===== src/rtl/gpi_sticky.sv =====
// ---------------------------------------------------------------------------
// gpi_sticky
//   General-purpose input bank with sticky per-bit change flags and two
//   independent I2C read ports. Each DIN bit is synchronised, optionally
//   debounced, edge-detected and latched into a change flag. A read of a
//   flag register clears it. IRQ reports any pending flag.
//
// Optional feature:
//   GPI_DEBOUNCE_EN  - when defined, each bit passes through a stability
//                      filter of DEB_LIMIT cycles before reaching FILT.
//
// Parameters:
//   DW           bits per input register
//   NREG         number of input registers
//   SYNC_STAGES  synchroniser depth (2..4)
//   DEB_LIMIT    debounce stability count (2..255, debounce build only)
//
// Ports:
//   SYSCLK       system clock, rising edge
//   RESET_N      synchronous active-low reset
//   PORT_CSx     port x select
//   OFFSET_SELx  port x one-hot select: [NREG-1:0] live, [2*NREG-1:NREG] flag
//   RD_WRx       port x direction, 1 = read (writes ignored)
//   DIN          raw asynchronous inputs, register k = DIN[k*DW +: DW]
//   DOUTx        port x read data (registered, holds between reads)
//   IRQ          registered, high while any change flag is set
// ---------------------------------------------------------------------------
module gpi_sticky #(
    parameter int unsigned DW          = 8,
    parameter int unsigned NREG        = 16,
    parameter int unsigned SYNC_STAGES = 2,
    parameter int unsigned DEB_LIMIT   = 4
) (
    input  logic                 SYSCLK,
    input  logic                 RESET_N,
    input  logic                 PORT_CS1,
    input  logic [2*NREG-1:0]    OFFSET_SEL1,
    input  logic                 RD_WR1,
    input  logic                 PORT_CS2,
    input  logic [2*NREG-1:0]    OFFSET_SEL2,
    input  logic                 RD_WR2,
    input  logic [NREG*DW-1:0]   DIN,
    output logic [DW-1:0]        DOUT1,
    output logic [DW-1:0]        DOUT2,
    output logic                 IRQ
);

    localparam int unsigned NBIT   = NREG * DW;
    localparam int unsigned SYNC_W = SYNC_STAGES * NBIT;

    // Elaboration-time guard on the legal parameter ranges.
    if (SYNC_STAGES < 2 || SYNC_STAGES > 4 || DEB_LIMIT < 2 || DEB_LIMIT > 255)
    begin : g_param_range_err
        $error("gpi_sticky: SYNC_STAGES or DEB_LIMIT out of range");
    end

    // -----------------------------------------------------------------------
    // Read decode
    // -----------------------------------------------------------------------
    logic rd1_c;
    logic rd2_c;

    assign rd1_c = PORT_CS1 & RD_WR1;
    assign rd2_c = PORT_CS2 & RD_WR2;

    // OR of every selected live and flag register.
    function automatic logic [DW-1:0] sel_or(
        input logic [2*NREG-1:0] sel,
        input logic [NBIT-1:0]   live,
        input logic [NBIT-1:0]   flg
    );
        logic [DW-1:0] acc;
        acc = '0;
        for (int unsigned k = 0; k < NREG; k++) begin
            if (sel[k]) begin
                acc = acc | live[k*DW +: DW];
            end
            if (sel[NREG + k]) begin
                acc = acc | flg[k*DW +: DW];
            end
        end
        return acc;
    endfunction

    // -----------------------------------------------------------------------
    // Synchroniser: stage 0 in the low slice, synced value in the top slice
    // -----------------------------------------------------------------------
    logic [SYNC_W-1:0] sync_q;
    logic [SYNC_W-1:0] sync_d;
    logic [NBIT-1:0]   synced_c;

    always_comb begin
        sync_d = {sync_q[SYNC_W-NBIT-1:0], DIN};
    end

    assign synced_c = sync_q[SYNC_W-1 -: NBIT];

    // -----------------------------------------------------------------------
    // Filtered value
    // -----------------------------------------------------------------------
    logic [NBIT-1:0] filt_c;

`ifdef GPI_DEBOUNCE_EN
    localparam int unsigned CNT_W   = $clog2(DEB_LIMIT);
    localparam int unsigned CNT_TOT = NBIT * CNT_W;
    localparam logic [CNT_W-1:0] CNT_MAX = CNT_W'(DEB_LIMIT - 1);

    logic [NBIT-1:0]    filt_q;
    logic [NBIT-1:0]    filt_d;
    logic [CNT_TOT-1:0] cnt_q;
    logic [CNT_TOT-1:0] cnt_d;

    // Per-bit stability counter; FILT follows synced only after the
    // mismatch has persisted DEB_LIMIT consecutive cycles.
    always_comb begin
        filt_d = filt_q;
        cnt_d  = '0;
        for (int unsigned b = 0; b < NBIT; b++) begin
            if (synced_c[b] != filt_q[b]) begin
                if (cnt_q[b*CNT_W +: CNT_W] == CNT_MAX) begin
                    filt_d[b] = synced_c[b];
                end else begin
                    cnt_d[b*CNT_W +: CNT_W] = cnt_q[b*CNT_W +: CNT_W] + CNT_W'(1);
                end
            end
        end
    end

    always_ff @(posedge SYSCLK) begin
        if (!RESET_N) begin
            filt_q <= '0;
            cnt_q  <= '0;
        end else begin
            filt_q <= filt_d;
            cnt_q  <= cnt_d;
        end
    end

    assign filt_c = filt_q;
`else
    assign filt_c = synced_c;
`endif

    // -----------------------------------------------------------------------
    // Edge detect and sticky flags
    // -----------------------------------------------------------------------
    logic [NBIT-1:0] filt_dly_q;
    logic [NBIT-1:0] filt_dly_d;
    logic [NBIT-1:0] chg_c;
    logic [NBIT-1:0] clr_c;
    logic [NBIT-1:0] flag_q;
    logic [NBIT-1:0] flag_d;

    assign filt_dly_d = filt_c;
    assign chg_c      = filt_c ^ filt_dly_q;

    // A flag register is cleared when either port reads it; a coincident
    // change sets the bit again, so set wins over clear.
    always_comb begin
        clr_c = '0;
        for (int unsigned k = 0; k < NREG; k++) begin
            clr_c[k*DW +: DW] = {DW{(rd1_c & OFFSET_SEL1[NREG + k]) |
                                    (rd2_c & OFFSET_SEL2[NREG + k])}};
        end
        flag_d = (flag_q & ~clr_c) | chg_c;
    end

    // -----------------------------------------------------------------------
    // Read data and interrupt
    // -----------------------------------------------------------------------
    logic [DW-1:0] dout1_q;
    logic [DW-1:0] dout1_d;
    logic [DW-1:0] dout2_q;
    logic [DW-1:0] dout2_d;
    logic          irq_q;
    logic          irq_d;

    // Both ports see the pre-clear flag value on a shared read edge.
    always_comb begin
        dout1_d = dout1_q;
        dout2_d = dout2_q;
        if (rd1_c) begin
            dout1_d = sel_or(OFFSET_SEL1, filt_c, flag_q);
        end
        if (rd2_c) begin
            dout2_d = sel_or(OFFSET_SEL2, filt_c, flag_q);
        end
        irq_d = |flag_q;
    end

    // -----------------------------------------------------------------------
    // State registers
    // -----------------------------------------------------------------------
    always_ff @(posedge SYSCLK) begin
        if (!RESET_N) begin
            sync_q     <= '0;
            filt_dly_q <= '0;
            flag_q     <= '0;
            dout1_q    <= '0;
            dout2_q    <= '0;
            irq_q      <= 1'b0;
        end else begin
            sync_q     <= sync_d;
            filt_dly_q <= filt_dly_d;
            flag_q     <= flag_d;
            dout1_q    <= dout1_d;
            dout2_q    <= dout2_d;
            irq_q      <= irq_d;
        end
    end

    assign DOUT1 = dout1_q;
    assign DOUT2 = dout2_q;
    assign IRQ   = irq_q;

endmodule


===== config.mk =====
export PLATFORM = sky130hd
export DESIGN_NAME = gpi_sticky
export DESIGN_NICKNAME = d
export VERILOG_FILES = /design/src/rtl/gpi_sticky.sv
export SDC_FILE = /design/constraint.sdc
export NUM_CORES = 1
export LEC_CHECK = 0
export CAP_MARGIN = 20
export CELL_PAD_IN_SITES_DETAIL_PLACEMENT = 0
export CELL_PAD_IN_SITES_GLOBAL_PLACEMENT = 1
export CORE_MARGIN = 3
export CORE_UTILIZATION = 46
export CTS_BUF_LIST = sky130_fd_sc_hd__clkbuf_4 sky130_fd_sc_hd__clkbuf_8
export DETAILED_ROUTE_END_ITERATION = 10
export PLACE_DENSITY = 0.9
export SLEW_MARGIN = 20
export SYNTH_ARGS = -nofsm -noshare
export SYNTH_HDL_FRONTEND = slang
export SYNTH_SLANG_ARGS = --single-unit

===== constraint.sdc =====
create_clock -name SYSCLK -period 1.5 [get_ports SYSCLK]
set_input_delay 0.225 -clock SYSCLK [delete_from_list [all_inputs] [get_ports SYSCLK]]
set_output_delay 0.225 -clock SYSCLK [all_outputs]
set_load 0.03 [all_outputs]

==> flow_summary_export.csv <==
group,metric,value,unit
clock_tree,htree_levels,3,
synth,synthesis.nets,2071,
final_layout,seq_area,10700,sq um
synth,ys_ff_latch,529,
synth,syn_inst,1873,
placement,portBuffers,214,
synth,netlist_top_cells_area,"dfxtp_1 (55%), and2_1 (12%), a22oi_1 (6.2%)",
route,ant_nets,0,
clock_tree,numCtsBuffers,83,
status,status,"finished with violations",
status,violations,"negative setup slack",
final_layout,nNetsFinal,2612,
worst_hold_path,hold_class,"in -> reg",
grt,grt_pass1_wl,131,mm
route,routed_via_density,5.96,
clock_tree,cts_sinks,529,
worst_setup_path,worstSetupPathDepth,5,
final_layout,final_core_util,65.8,%
synth,netlist.top_cell.by_area,"dfxtp_1",
worst_setup_path,crit_chain,"nor4_1 > nand4_1 > nor4_2 > buf_4 > a21boi_4",
sta,final-setup-viol-count,7,
sta,fin_crit,1.81,ns
worst_setup_path,crit_required,2.04,ns
route,vias,17900,
floorplan,die_width,211,um
placement,dp_cells,2866,
final_layout,area_delta_synth_final,39.8,%
sta,post-route-period-util,121,%
grt,track_usage,42.1,%
sta,fin_skew,0.0309,ns
floorplan,dieArea,44700,sq um
worst_setup_path,max_stage_delay,0.40,ns
worst_setup_path,crit_fanout,2,
route,drtIter0Drc,2417,
route,routed_wl,96.1,mm
power_and_ir_drop,powerDensity,1240,nW/um^2
worst_setup_path,arrival,2.35,ns
sta,worst_pin_slew,0.697,ns
synth,async_reset_ff_share,0,%
final_layout,fill_cells,3286,
sta,slew_viol_final,0,
job,maxCapViolations,0,
floorplan,fp.dieH,211,um
floorplan,core_area,41300,sq um
synth,yosysMostFrequentCell,"dfxtp_1",
final_layout,multi_input_area,8690,sq um
route,wire_per_inst,31.9,um
grt,grt_pass1_vias,17400,
synth,synth_edf_count,0,
worst_setup_path,endpoint_kind,"register",
synth,syn_area,19400,sq um
sta,fin_hold_ws,0.109,ns
power_and_ir_drop,ir_worst_vdd,1.13,mV
clock_tree,clk_path_buf_depth,3,
clock_tree,clkTransAtPathRegs,0.07,ns
synth,synth_commonest_cells,"dfxtp_1 (529), and2_1 (386), a22oi_1 (160), a21oi_1 (144)",
worst_setup_path,reg2reg_depth,5,
power_and_ir_drop,total_leakage_power,0.0119,uW
clock_tree,tritoncts,"done",
floorplan,rows,74,
synth,avgSynthCellArea,10.4,sq um
clock_tree,clk_latency,0.70,ns
final_layout,fin_cells,3010,
worst_setup_path,critPathBufInv,1,
grt,antenna_found_initial,4,
final_layout,final_layout_size_suffix_gt1_share,26.9,%
synth,synth_top_area_share,54.5,%
sta,fin_ws,-0.310,ns
synth,synthDistinctLibCells,26,
worst_hold_path,hold_depth,2,
power_and_ir_drop,finalPower,33700,uW
worst_setup_path,start_kind,"register",
worst_setup_path,path_delay_family,"simple AND/OR/NAND/NOR gates",
sta,fmax,553,MHz
sta,rsz0062_at_grt,"yes",
sta,hold_viol_final,0,
floorplan,start_util,47.0,%
placement,dp_hpwl,76.0,mm
synth,synth-seq-area-share,54.5,%
placement,place_congestion,1.23,
route,dr.pass1.iters,9,
grt,grt_overflow,0,
floorplan,top_level_ports,215,
grt,grt_max_degree,101,
worst_setup_path,critical_path.slowest_cell,"dfxtp_1",
sta,maxSlewHeadroom,53.5,%
placement,post-place-ws,-0.912,ns
clock_tree,cts-root-buf,"clkbuf_8",
worst_setup_path,crit_type,"reg -> reg",
synth,ys_warn_count,0,
synth,synthFlopType,"dfxtp_1",
route,post-route-drc-count,0,
where the power goes:
part | leakage (uW) | switching (uW) | internal, uW | total [uW]
clock | 0.000962 | 5730 | 7440 | 13200
combinational | 0.00652 | 2590 | 2350 | 4940
sequential | 0.00437 | 852 | 14800 | 15600
flip-flops by register name, indices dropped and copies added, names as in the netlist:
| register | cells |
|---|---|
| DOUT1 | 8 |
| DOUT2 | 8 |
| IRQ | 1 |
| filt_dly_q | 128 |
| flag_q | 128 |
| sync_q | 256 |
repair_timing:
item                                   4_1_cts  5_1_grt
setup endpoints to repair                   29       21
hold buffers                                 1        0
buffers inserted                             1        0
gates resized for setup                    175       62
pin swaps                                   17       27
endpoints found under the hold margin       11        0
cell type report:
class                           instances  share of cell area, %
Antenna cell                            3                 0.0276
Clock buffer                          127                   5.81
Clock inverter                         19                  0.848
Multi-Input combinational cell       1213                   32.0
Sequential cell                       529                   39.3
Tap cell                              532                   2.45
Timing Repair Buffer                  587                   19.6
path summary, 6_finish.rpt:
check	startpoint	endpoint	slack, ns
worst max register to register	flag_q[77]	IRQ	-0.31
worst min-delay path	DIN[24]	sync_q[24]	0.11
worst max-delay path	flag_q[77]	IRQ	-0.31
worst min register to register	sync_q[98]	sync_q[226]	0.43
per-stage QoR:
| stage | setup TNS (ns) | area (sq um) |
|---|---|---|
| 2_1_floorplan | 0 | 19400 |
| 3_5_place_dp | -47.91 | 24900 |
| 4_1_cts | -0.265 | 26900 |
| 5_1_grt | -0.570 | 27200 |
| 3_3_place_gp | -43.19 | 24900 |
| 6_report | -0.552 | 27200 |
per-layer routing:
layer	part of all wire, %	wire length, um	GRT usage, %
met1	39	37400	53.0
met2	40	38300	59.5
met3	13	12300	16.8
met4	8.5	8180	27.9
met5	0	0	0
cell families after synthesis:
| kind of cell | share of synthesized area (%) |
|---|---|
| buffers and inverters | 3.02 |
| flip-flops | 54.5 |
| XOR/XNOR | 5.77 |
| AO/OA/AOI/OAI | 15.7 |
| AND/OR/NAND/NOR | 21.0 |
worst reg2reg max path, delay by kind of cell, from the launching register on:
family | cells | cell delay, ns
AND/OR/NAND/NOR | 3 | 1.01
flip-flops | 1 | 0.40
buffers and inverters | 1 | 0.17
AO/OA/AOI/OAI | 1 | 0.08
placed cells by master, fill, tap and decap left out, drive strengths merged:
cell	instances
xor2	128
o21ai	16
nor4	50
clkinvlp	1
and3	16
a21boi	1
nand4	24
clkdlybuf4s50	196
a22o	32
nand3	32
a221oi	32
buf	390
nand2	32
a222oi	16
nor2b	128
bufinv	4
and2	386
dfxtp	529
diode	3
clkinv	9
a21oi	144
a22oi	176
dlygate4sd3	1
inv	5
clkbuf	127
No activity file was read; power rests on OpenSTA's default activity.
